`src/rtl/ili9341_spi_controller.sv`:
```
// ILI9341 write-only 4-wire SPI driver: init sequence, window setup, then RGB565 pixel stream.
// Latency: 2 clk per bit, 16 clk per byte, 32 clk per pixel; data_clk requests the next pixel.
// Backpressure: none; upstream must present each pixel within 30 clk of its data_clk pulse.
// Build option: define ILI9341_FAST_SIM_EN to shorten both post-command waits to 16 cycles.
module ili9341_spi_controller #(
    parameter int PIXEL_SIZE   = 16,
    parameter int WIDTH        = 128,
    parameter int HEIGHT       = 128,
    parameter int SWRESET_WAIT = 100_000,
    parameter int SLPOUT_WAIT  = 2_400_000
) (
    input  logic                  clk,
    input  logic                  rst,
    input  logic                  frame_done,
    input  logic [PIXEL_SIZE-1:0] input_data,
    output logic                  spi_mosi,
    output logic                  spi_sck,
    output logic                  spi_cs,
    output logic                  spi_dc,
    output logic                  data_clk
);

`ifdef ILI9341_FAST_SIM_EN
    localparam int RST_WAIT = 16;
    localparam int SLP_WAIT = 16;
`else
    localparam int RST_WAIT = SWRESET_WAIT;
    localparam int SLP_WAIT = SLPOUT_WAIT;
`endif

    localparam int MAX_WAIT = (RST_WAIT > SLP_WAIT) ? RST_WAIT : SLP_WAIT;
    localparam int WAIT_W   = $clog2(MAX_WAIT) + 1;

    localparam logic [WAIT_W-1:0] RST_LAST = WAIT_W'(RST_WAIT - 1);
    localparam logic [WAIT_W-1:0] SLP_LAST = WAIT_W'(SLP_WAIT - 1);

    localparam logic [15:0] COL_END  = 16'(WIDTH - 1);
    localparam logic [15:0] PAGE_END = 16'(HEIGHT - 1);

    // Index of the last configuration byte (RAMWR).
    localparam logic [3:0] CFG_LAST = 4'd15;

    typedef enum logic [2:0] {
        S_SWRESET,
        S_WAIT_RST,
        S_SLPOUT,
        S_WAIT_SLP,
        S_CONFIG,
        S_PRIME,
        S_PIXEL,
        S_DONE
    } state_t;

    state_t                  state;
    logic                    phase;      // 0: sck low / mosi update, 1: sck high
    logic [3:0]              bit_cnt;    // bit position within the current byte or pixel
    logic [3:0]              cfg_idx;    // position in the configuration table
    logic [WAIT_W-1:0]       wait_cnt;   // idle counter for waits, prime step flag
    logic [PIXEL_SIZE-1:0]   shreg;      // outgoing bits, MSB on the wire first
    logic                    pix_last;   // pixel being sent is the last of the frame

    logic [7:0]              cfg_byte;
    logic                    cfg_dc;
    logic [PIXEL_SIZE-1:0]   load_word;
    logic                    load_dc;
    logic [3:0]              last_bit;

    // Configuration table: pixel format, orientation, column/page window, display on, RAMWR.
    always_comb begin
        cfg_byte = 8'h00;
        cfg_dc   = 1'b1;
        case (cfg_idx)
            4'd0:  begin cfg_byte = 8'h3A;           cfg_dc = 1'b0; end
            4'd1:  begin cfg_byte = 8'h55;           cfg_dc = 1'b1; end
            4'd2:  begin cfg_byte = 8'h36;           cfg_dc = 1'b0; end
            4'd3:  begin cfg_byte = 8'h48;           cfg_dc = 1'b1; end
            4'd4:  begin cfg_byte = 8'h2A;           cfg_dc = 1'b0; end
            4'd5:  begin cfg_byte = 8'h00;           cfg_dc = 1'b1; end
            4'd6:  begin cfg_byte = 8'h00;           cfg_dc = 1'b1; end
            4'd7:  begin cfg_byte = COL_END[15:8];   cfg_dc = 1'b1; end
            4'd8:  begin cfg_byte = COL_END[7:0];    cfg_dc = 1'b1; end
            4'd9:  begin cfg_byte = 8'h2B;           cfg_dc = 1'b0; end
            4'd10: begin cfg_byte = 8'h00;           cfg_dc = 1'b1; end
            4'd11: begin cfg_byte = 8'h00;           cfg_dc = 1'b1; end
            4'd12: begin cfg_byte = PAGE_END[15:8];  cfg_dc = 1'b1; end
            4'd13: begin cfg_byte = PAGE_END[7:0];   cfg_dc = 1'b1; end
            4'd14: begin cfg_byte = 8'h29;           cfg_dc = 1'b0; end
            4'd15: begin cfg_byte = 8'h2C;           cfg_dc = 1'b0; end
            default: begin cfg_byte = 8'h00;         cfg_dc = 1'b1; end
        endcase
    end

    // Word loaded into the shift register at the first bit of each byte/pixel.
    // Single bytes sit left-justified so the shift path is common to all states.
    always_comb begin
        load_word = '0;
        load_dc   = 1'b0;
        last_bit  = 4'd7;
        case (state)
            S_SWRESET: begin
                load_word = {8'h01, {(PIXEL_SIZE-8){1'b0}}};
                load_dc   = 1'b0;
            end
            S_SLPOUT: begin
                load_word = {8'h11, {(PIXEL_SIZE-8){1'b0}}};
                load_dc   = 1'b0;
            end
            S_CONFIG: begin
                load_word = {cfg_byte, {(PIXEL_SIZE-8){1'b0}}};
                load_dc   = cfg_dc;
            end
            S_PIXEL: begin
                load_word = input_data;
                load_dc   = 1'b1;
                last_bit  = 4'd15;
            end
            default: begin
                load_word = '0;
                load_dc   = 1'b0;
                last_bit  = 4'd7;
            end
        endcase
    end

    // Sequencer, bit-level shifter and registered pin drivers in one state machine.
    always_ff @(posedge clk or negedge rst) begin
        if (!rst) begin
            state    <= S_SWRESET;
            phase    <= 1'b0;
            bit_cnt  <= 4'd0;
            cfg_idx  <= 4'd0;
            wait_cnt <= '0;
            shreg    <= '0;
            pix_last <= 1'b0;
            spi_mosi <= 1'b0;
            spi_sck  <= 1'b0;
            spi_cs   <= 1'b1;
            spi_dc   <= 1'b0;
            data_clk <= 1'b0;
        end else begin
            data_clk <= 1'b0;
            case (state)
                S_SWRESET, S_SLPOUT, S_CONFIG, S_PIXEL: begin
                    spi_cs <= 1'b0;
                    if (!phase) begin
                        // Low half of the bit: present data while sck is low.
                        spi_sck <= 1'b0;
                        phase   <= 1'b1;
                        if (bit_cnt == 4'd0) begin
                            shreg    <= load_word;
                            spi_mosi <= load_word[PIXEL_SIZE-1];
                            spi_dc   <= load_dc;
                            if (state == S_PIXEL) begin
                                pix_last <= frame_done;
                            end
                        end else begin
                            spi_mosi <= shreg[PIXEL_SIZE-1];
                        end
                    end else begin
                        // High half of the bit: panel samples on this rising edge.
                        spi_sck <= 1'b1;
                        phase   <= 1'b0;
                        shreg   <= {shreg[PIXEL_SIZE-2:0], 1'b0};
                        // Request the next pixel one clk after capture, unless this is the last.
                        if (state == S_PIXEL && bit_cnt == 4'd0 && !pix_last) begin
                            data_clk <= 1'b1;
                        end
                        if (bit_cnt == last_bit) begin
                            bit_cnt <= 4'd0;
                            case (state)
                                S_SWRESET: begin
                                    state    <= S_WAIT_RST;
                                    wait_cnt <= '0;
                                end
                                S_SLPOUT: begin
                                    state    <= S_WAIT_SLP;
                                    wait_cnt <= '0;
                                end
                                S_CONFIG: begin
                                    if (cfg_idx == CFG_LAST) begin
                                        state    <= S_PRIME;
                                        wait_cnt <= '0;
                                    end else begin
                                        cfg_idx <= cfg_idx + 4'd1;
                                    end
                                end
                                default: begin
                                    if (pix_last) begin
                                        state <= S_DONE;
                                    end
                                end
                            endcase
                        end else begin
                            bit_cnt <= bit_cnt + 4'd1;
                        end
                    end
                end

                S_WAIT_RST: begin
                    spi_cs   <= 1'b1;
                    spi_sck  <= 1'b0;
                    spi_mosi <= 1'b0;
                    if (wait_cnt == RST_LAST) begin
                        state    <= S_SLPOUT;
                        wait_cnt <= '0;
                    end else begin
                        wait_cnt <= wait_cnt + 1'b1;
                    end
                end

                S_WAIT_SLP: begin
                    spi_cs   <= 1'b1;
                    spi_sck  <= 1'b0;
                    spi_mosi <= 1'b0;
                    if (wait_cnt == SLP_LAST) begin
                        state    <= S_CONFIG;
                        cfg_idx  <= 4'd0;
                        wait_cnt <= '0;
                    end else begin
                        wait_cnt <= wait_cnt + 1'b1;
                    end
                end

                S_PRIME: begin
                    // Two idle clks with cs held low: pulse, then give upstream a clk to settle.
                    spi_sck  <= 1'b0;
                    spi_mosi <= 1'b0;
                    if (!wait_cnt[0]) begin
                        data_clk <= 1'b1;
                        wait_cnt <= WAIT_W'(1);
                    end else begin
                        wait_cnt <= '0;
                        bit_cnt  <= 4'd0;
                        phase    <= 1'b0;
                        state    <= S_PIXEL;
                    end
                end

                S_DONE: begin
                    spi_cs   <= 1'b1;
                    spi_sck  <= 1'b0;
                    spi_mosi <= 1'b0;
                    spi_dc   <= 1'b0;
                end

                default: begin
                    state <= S_DONE;
                end
            endcase
        end
    end

endmodule

```
`config.mk`:
```
export PLATFORM = sky130hd
export DESIGN_NAME = ili9341_spi_controller
export DESIGN_NICKNAME = d
export VERILOG_FILES = /design/src/rtl/ili9341_spi_controller.sv
export SDC_FILE = /design/constraint.sdc
export NUM_CORES = 1
export LEC_CHECK = 0
export ABC_AREA = 1
export ABC_CLOCK_PERIOD_IN_PS = 4300
export CORE_MARGIN = 5
export CORE_UTILIZATION = 65
export DETAILED_ROUTE_END_ITERATION = 8
export DONT_BUFFER_PORTS = 1
export MAX_ROUTING_LAYER = met4
export PLACE_DENSITY = 0.83
export SLEW_MARGIN = 10
export SYNTH_ARGS = -nofsm -noshare
export SYNTH_HDL_FRONTEND = slang
export SYNTH_SLANG_ARGS = --single-unit
```
`constraint.sdc`:
```
create_clock -name clk -period 4.3 [get_ports clk]
set_input_delay 0.86 -clock clk [delete_from_list [all_inputs] [get_ports clk]]
set_output_delay 0.86 -clock clk [all_outputs]
set_load 0.03 [all_outputs]
```
==> metrics.cfg <==
[die]
io_pins = 24
start_util = 0.657
fp-row-count = 28
core_area_mm2 = 0.00585
die_h_um = 86.9
die_area_mm2 = 0.00756
die_x_um = 86.9

[clock_tree]
htree_levels = 3
cts_buffers = 9
clk_pin_slew_ns = 0.07
cts_tree = yes
cts-hold-fix-buffers = 0
insertion_delay_ns = 0.34
cts_setup_buffers = 0
root_buffer = clkbuf_8
cts_buffer_depth = 2
cts_sinks = 57
post_cts_resized = 0

[worst_setup_path]
reg2regPathDepth = 8
r2r_start = state[0]
slowest_stage = dfrtp_1
cp.arrival_ns = 2.38
crit_type = reg -> reg
end_kind = flip-flop
crit_top_cell = nand2_1
path_cells = inv_2, nand3_1, nand2_1, nand3_2, nand2_1, nand4_2, nand2_1, nand3_1
cp-start-kind = flip-flop
cp_max_fo = 23
reg2reg_to = wait_cnt[15]
cp_data_required_time_ns = 4.52
critPathLaunch = state[0]
crit_path_max_incr_delay_ns = 0.54
reg2reg_slack_ns = 2.14

[grt]
grt_usage = 0.279
use_met3 = 0.0823
antenna_found_initial = 0
overflow = 0
first_global_vias = 3575
grt_max_degree = 58
grt_first_pass_wirelength_um = 16000
use_met2 = 0.458
use_met1 = 0.314
top_usage_layer = met2

[detailed_routing]
post_drt_wl_per_cell_um = 14.8
drt-initial-drc-count = 209
routed_wirelength_um = 9330
antenna_left = 0
drc = 0
dr_total_vias = 3672
viasPerCell = 5.82
firstDrtPassIters = 5

[placed_design]
placed_area_mm2 = 0.00385
gp_congestion = 0.941
port_buffers = 0
hpwl_um = 6810

[sta]
period_minus_slack_ns = 2.16
final.setup_skew_ns = 0.00691
period_share = 0.503
hold_violations = 0
finalSetupViolations = 0
fmax_mhz = 463
tightestPinTransition_ns = 0.863
final.setup.tns_ns = 0
maxSlewHeadroom = 0.423
final-max-slew-violation-count = 0
rsz0062_at_grt = no

[synth]
yosys_warnings = 0
ys_ff_latch = 57
ys_seq_area_frac = 0.371
synth_async_sr_flop_share = 1.00
netlist_instances = 556
synthDistinctLibCells = 39
avgSynthCellArea_um2 = 6.92
netlist_area_mm2 = 0.00385
synth_enable_flop_cells = 0
ys.flop_type = dfrtp_1
synth_nets = 585

[power]
power_mw = 0.974
ir_drop_uv = 228
leakage_nw = 1.89
power.density_mw_per_mm2 = 243

[run]
maxCapViolCount = 0

[finish]
fill_cells = 529
drive_above_1_share = 0.0809
syn_to_final_growth_pct = 4.46
finish.instance_area_mm2 = 0.00402
nets = 580
seqCellArea_mm2 = 0.00143
multiInputGateArea_mm2 = 0.00211
diodes = 0

[run_status]
status = finished clean

[min_path]
min_path_type = in -> async

## stage by stage
step	instances	utilization	hold WS (ns)	worst slack, ns
after floorplan	556	-	0.454	2.67
after detailed placement	615	0.657	0.477	2.18
after CTS	631	0.687	0.186	2.18
after global placement	615	0.657	0.476	2.29
after global routing	631	0.687	0.171	1.97
final	631	0.687	0.203	2.14
## final cells by class
| class | instances | share of cell area |
|---|---|---|
| Sequential cell | 57 | 0.355 |
| Clock buffer | 9 | 0.0308 |
| Tap cell | 75 | 0.0234 |
| Inverter | 56 | 0.0526 |
| Multi-Input combinational cell | 427 | 0.526 |
| Clock inverter | 7 | 0.0118 |
## critical path: cells and delay by family (launching register included)
kind / cells / cell delay (ns)
buf+inv: 1 / 0.21
flops: 1 / 0.54
simple gates: 7 / 1.27
## flip-flops by register name, summed over array words and instances, names as in the netlist, named ones only
name,flops
state,2
shreg,16
spi_cs,1
cfg_idx,4
data_clk,1
spi_dc,1
wait_cnt,23
spi_mosi,1
bit_cnt,4
phase,1
pix_last,1
spi_sck,1
## cell usage after synthesis, types with 2 or more instances
master	instances	share of area
nand3_2	2	0.0052
dfrtp_1	56	0.36
or2_2	2	0.0033
a21oi_1	14	0.018
o211ai_1	5	0.0098
inv_1	46	0.045
buf_6	2	0.0059
nor3_1	2	0.0026
nor2_1	66	0.064
o21ai_1	4	0.0052
nand2_4	2	0.0059
buf_2	6	0.0078
inv_2	8	0.0078
nand3_1	68	0.088
nand2_2	2	0.0033
clkbuf_1	5	0.0049
nor2_2	4	0.0065
buf_4	3	0.0059
nor2_4	3	0.0088
xor2_1	6	0.014
nand2_1	164	0.16
o21bai_1	3	0.0059
nand4_1	24	0.039
o21ai_0	27	0.035
a31oi_1	8	0.013
o31ai_1	2	0.0039
ha_1	10	0.033
## metal layers
layer | vias to the layer above | share of wire | routed length (µm)
met3 | 25 | 0.061 | 571
met2 | 109 | 0.50 | 4640
li1 | 1822 | - | -
met4 | 0 | 0.027 | 256
met5 | - | 0 | 0
met1 | 1716 | 0.41 | 3860
## logic make-up (layout without fill, tap and decap cells)
kind of cell               count (synthesis)  in the layout  synth area share
and+or+nand+nor                          344            344             0.403
buffers and inverters                     72             72            0.0794
AOI/OAI and AO/OA                         67             67             0.100
DFF                                       57             57             0.371
adders and majority gates                 10             10            0.0325
xor gates and xnor gates                   6              6            0.0137
## worst max-delay path by stage
stage	end	slack [ns]
floorplan	state[1]	2.67
global placement	wait_cnt[16]	2.29
detailed placement	cfg_idx[1]	2.18
CTS	wait_cnt[15]	2.18
global route	wait_cnt[3]	1.97
finish	wait_cnt[15]	2.14
## cells in the final DEF, fill, tap and decap left out, types with 3 or more instances in the layout
cell	n
nand2_1	164
nand3_1	68
nor2_1	66
dfrtp_1	56
inv_1	46
o21ai_0	27
nand4_1	24
a21oi_1	14
ha_1	10
clkbuf_8	9
inv_2	8
a31oi_1	8
xor2_1	6
o211ai_1	5
nor2_2	4
clkinv_2	4
o21ai_1	4
nor2_4	3
o21bai_1	3
## power breakdown
group | internal (mW) | leakage [nW] | switching [mW] | total, mW
Sequential | 0.537 | 0.776 | 0.000107 | 0.537
Combinational | 0.000230 | 1.03 | 0.000340 | 0.000572
Clock | 0.207 | 0.0850 | 0.230 | 0.437
Power figures use the tool's default switching activity.
